## config.mk

```make
export PLATFORM = sky130hd
export DESIGN_NAME = alu_arbiter
export DESIGN_NICKNAME = d
export VERILOG_FILES = /design/src/rtl/alu_arbiter.sv
export SDC_FILE = /design/constraint.sdc
export NUM_CORES = 1
export LEC_CHECK = 0
export CORE_AREA = 2 2 150 152
export DETAILED_ROUTE_END_ITERATION = 16
export DIE_AREA = 0 0 152 154
export MAX_ROUTING_LAYER = met4
export PLACE_DENSITY = 0.58
export SLEW_MARGIN = 20
export SYNTH_ARGS = -nofsm -noshare
export SYNTH_HDL_FRONTEND = slang
export SYNTH_SLANG_ARGS = --single-unit
```

## constraint.sdc

```tcl
create_clock -name clk_cpu -period 1.71 [get_ports clk_cpu]
set_input_delay 0.171 -clock clk_cpu [delete_from_list [all_inputs] [get_ports clk_cpu]]
set_output_delay 0.171 -clock clk_cpu [all_outputs]
set_load 0.02 [all_outputs]
```

## src/rtl/alu_arbiter.sv

```systemverilog
// Round-robin front end that shares one combinational ALU between the execute
// stage (requester 0) and load/store address generation (requester 1).
`ifndef ALU_SRC_REG
`define ALU_SRC_REG 1'b0
`endif
`ifndef ALU_SRC_IMM
`define ALU_SRC_IMM 1'b1
`endif

module alu_arbiter #(
    parameter int WIDTH = 32,
    parameter int CNT_W = 16
) (
    input  logic             clk_cpu,
    input  logic             reset,
    input  logic             req0_valid,
    output logic             req0_ready,
    input  logic [WIDTH-1:0] req0_inst,
    input  logic             req0_use_imm,
    input  logic [WIDTH-1:0] req0_src_a,
    input  logic [WIDTH-1:0] req0_src_b,
    input  logic             req1_valid,
    output logic             req1_ready,
    input  logic [WIDTH-1:0] req1_inst,
    input  logic             req1_use_imm,
    input  logic [WIDTH-1:0] req1_src_a,
    input  logic [WIDTH-1:0] req1_src_b,
    output logic             rsp0_valid,
    input  logic             rsp0_ready,
    output logic             rsp1_valid,
    input  logic             rsp1_ready,
    output logic [WIDTH-1:0] rsp_data,
    output logic [WIDTH-1:0] alu_inst,
    output logic             alu_src_sel,
    output logic [WIDTH-1:0] alu_src_a,
    output logic [WIDTH-1:0] alu_src_b,
    input  logic [WIDTH-1:0] alu_result,
    output logic             busy,
    output logic [CNT_W-1:0] ops_done
);

    typedef enum logic [1:0] {IDLE, EXEC, RESP} state_t;

    state_t state, state_next;
    logic   last_grant;
    logic   owner;
    logic   grant;
    logic   grant_vld;
    logic   accept;
    logic   rsp_take;

    // Ties go to whoever did not win last; a lone requester always wins.
    always_comb begin
        grant_vld = req0_valid | req1_valid;
        grant     = 1'b0;
        if (req0_valid && req1_valid)
            grant = ~last_grant;
        else if (req1_valid)
            grant = 1'b1;
    end

    always_comb begin
        state_next = state;
        req0_ready = 1'b0;
        req1_ready = 1'b0;
        rsp0_valid = 1'b0;
        rsp1_valid = 1'b0;
        accept     = 1'b0;
        rsp_take   = 1'b0;
        busy       = !reset && (state != IDLE);
        if (!reset) begin
            case (state)
                IDLE: begin
                    if (grant_vld) begin
                        accept     = 1'b1;
                        req0_ready = ~grant;
                        req1_ready = grant;
                        state_next = EXEC;
                    end
                end
                EXEC: state_next = RESP;
                RESP: begin
                    rsp0_valid = ~owner;
                    rsp1_valid = owner;
                    rsp_take   = owner ? rsp1_ready : rsp0_ready;
                    if (rsp_take)
                        state_next = IDLE;
                end
                default: state_next = IDLE;
            endcase
        end
    end

    always_ff @(posedge clk_cpu) begin
        if (reset)
            state <= IDLE;
        else
            state <= state_next;
    end

    // ALU inputs stay registered from accept until the response handshake.
    always_ff @(posedge clk_cpu) begin
        if (reset) begin
            last_grant  <= 1'b1;
            owner       <= 1'b0;
            alu_inst    <= '0;
            alu_src_sel <= `ALU_SRC_REG;
            alu_src_a   <= '0;
            alu_src_b   <= '0;
            rsp_data    <= '0;
            ops_done    <= '0;
        end else begin
            if (accept) begin
                owner       <= grant;
                last_grant  <= grant;
                alu_inst    <= grant ? req1_inst  : req0_inst;
                alu_src_a   <= grant ? req1_src_a : req0_src_a;
                alu_src_b   <= grant ? req1_src_b : req0_src_b;
                alu_src_sel <= (grant ? req1_use_imm : req0_use_imm) ? `ALU_SRC_IMM : `ALU_SRC_REG;
            end
            if (state == EXEC)
                rsp_data <= alu_result;
            if (rsp_take)
                ops_done <= ops_done + CNT_W'(1);
        end
    end

endmodule

```

==> results.toml <==
[place]
port_buffers = 381
gp_congestion = 0.765
post-dp-hpwl_um = 16300
post-place-ws_ns = -0.336
dp_cells = 1225

[hold_path]
min_to = "rsp_data[9]"
hold_class = "in2reg"
hold_path.startpoint = "alu_result[9]"
holdPathStages = 3

[drt]
initialDrtViolationCount = 713
drt_pass1_iterations = 9
routed_wl_um = 23900
wl_per_cell_um = 18.9
post-route-drc-count = 0
via_per_inst = 4.90
ant_nets = 0
vias = 6184

[sta]
rsz0062_at_grt = "true"
setup_violations = 0
finalCriticalPeriod_ns = 1.69
clock_skew_ns = 0.0105
setup_tns_ns = 0
finalMaxSlewViolations = 0
fin_ws_ns = 0.0242
fin_crit_sh = 0.986
worstMarginPinSlew_ns = 0.894
finalHoldViolations = 0
fmax_ghz = 0.593
relSlewSlack = 0.404

[global_route]
grtUsageTotal = 0.198
grt_max_degree = 84
grt_pass1_vias = 6194
grt_overflow = 0
grt_first_pass_wirelength_um = 35500
antenna_found_initial = 2

[logic_synthesis]
synthesis.area_sq_um = 5570
ys_types = 34
synth.largest_area_cell = "dfxtp_1"
netlist.area_leader.share = 0.535
synth.yosys.warnings = 0
yosysSeqAreaShare = 0.535
postSynthAreaPerCell_sq_um = 9.46
syn_inst = 589
synth_nets = 822
synth_seq_cells = 149
synth.area.top_cells = "dfxtp_1 (54%), a222oi_1 (16%), nor2_1 (7.5%)"

[cts]
h-tree-depth = 4
clk_latency_ns = 0.43
root_buffer = "clkbuf_16"
clockBufferDepth = 2
cts_made_buffers = 17
cts_hold_buffers = 0
cts.sinks = 149
clk_pin_slew_ns = 0.06
cts_tree = "built"

[worst_setup_path]
r2r-end = "alu_src_b[8]"
worstPathArrival_ns = 1.51
ff2ff_path_depth = 7
rrSetupSlack_ns = 0.07
worstSetupStartpoint = "state[1]"
crit_fanout = 5
startpoint_type = "flip-flop"
worst_ep_required_time_ns = 1.54
reg2reg_from = "state[1]"
crit_type = "reg2out"
worst_setup_path_end_kind = "output pin"

[run_status]
run_status = "finished clean"

[cells_and_area]
nets = 1201
num-fill-cells = 2030
final_layout_size_suffix_gt1_frac = 0.0856
fin_cells = 1263
final_common_cell = "clkdlybuf4s50_1"
area_growth_pct = 89.4
final_cell_mix = "clkdlybuf4s50_1 (367), dfxtp_1 (147), nor2_1 (111), a222oi_1 (87), nand2_1 (69)"

[power]
powerDensity_nw_per_um2 = 960
vdd_drop_max_v = 0.000568
finalPower_mw = 10.1
leakage_nw = 3.99

[floorplan]
rows = 54
die_y_um = 154
start_util = 0.257
die_x_um = 152
die_area_sq_um = 23400
coreArea_sq_um = 21700
io-pin-count = 382

[job]
max-cap-violations = 0
-- state kept, by name, summed over array words and instances, names as in the netlist --
signal and flops:
last_grant 1, alu_src_b 32, alu_inst 32, alu_src_a 32
rsp_data 32, ops_done 16, alu_src_sel 1, owner 1
state 2
-- synth_stat cells --
cell and instances:
buf_2 8, xnor2_1 7, nor4_1 2, mux2i_1 17
buf_4 2, a21oi_1 35, nor2_1 111, nor3_1 3
and3_1 1, buf_1 2, o31ai_1 1, dfxtp_1 149
nand4_1 6, inv_1 3, clkbuf_1 44, nor3b_2 1
o21ai_1 1, and4_1 1, ha_1 1, nor3b_1 1
or2b_1 1, mux2i_2 1, nor2b_1 1, inv_2 1
o21ai_0 2, a211oi_1 10, a21boi_1 1, a222oi_1 87
nor4_4 2, nand2_1 70, nand2b_1 9, or3b_1 1
a31o_1 1, nand3_1 6
-- layout make-up --
type / count / area, sq um / share of cell area
repair buffers: 416 / 4190 / 0.397
flip-flops and latches: 149 / 2990 / 0.283
multi-input cells: 380 / 2390 / 0.226
clock buffers: 19 / 443 / 0.0420
well taps: 280 / 350 / 0.0332
clock inverters: 13 / 170 / 0.0161
inverters: 4 / 22.5 / 0.00213
diodes: 2 / 5.00 / 0.000474
-- routing by layer --
layer	part of all wire	track usage	up-vias
met2	0.50	0.324	287
met4	0.015	0.0596	0
met5	0	-	-
met3	0.084	0.0696	23
li1	-	-	2968
met1	0.41	0.228	2906
-- repair_timing --
action / CTS / global route
buffers inserted: 1 / 0
gates cloned: 0 / 4
pin swaps: 2 / 19
resized for setup: 26 / 11
setup endpoints to repair: 12 / 66
-- per-stage QoR --
step                hold WS, ns  utilization  area (sq um)
floorplan                 0.307            -          5570
global placement          0.442        0.453          9830
detailed placement        0.446        0.453          9830
CTS                       0.277        0.482         10400
global route              0.300        0.487         10600
finish                    0.294        0.487         10600
-- worst max-delay path, stage by stage, from the launching register on --
cell and delay [ns]:
dfxtp_2 0.33, nor3_2 0.14, buf_4 0.13, nor3b_4 0.24
buf_12 0.15, buf_8 0.10
-- logic make-up (layout without fill, tap and decap cells) --
kind of cell	count (synthesis)	count (layout)	share of synthesized area
XOR/XNOR	7	7	0.0110
flip-flops	149	149	0.535
AND/OR/NAND/NOR	216	216	0.167
multiplexers	18	18	0.0330
AO/OA/AOI/OAI	138	138	0.208
other	0	2	0
adder cells (fa/ha/maj)	1	1	0.00224
buffers and inverters	60	452	0.0435
-- where the power goes --
part / switching (mW) / leakage (nW) / internal, mW
Sequential: 0.136 / 1.22 / 3.73
Combinational: 1.06 / 2.48 / 1.26
Clock: 1.59 / 0.285 / 2.36
-- worst max-delay path by stage --
stage	to	cells past startpoint	slack [ns]
floorplan	ops_done[11]	5	0.12
global placement	req0_ready	5	-0.33
detailed placement	alu_inst[17]	7	-0.34
CTS	req0_ready	5	-0.02
global route	req0_ready	5	-0.07
finish	req0_ready	5	0.02
Power figures use the tool's default switching activity.
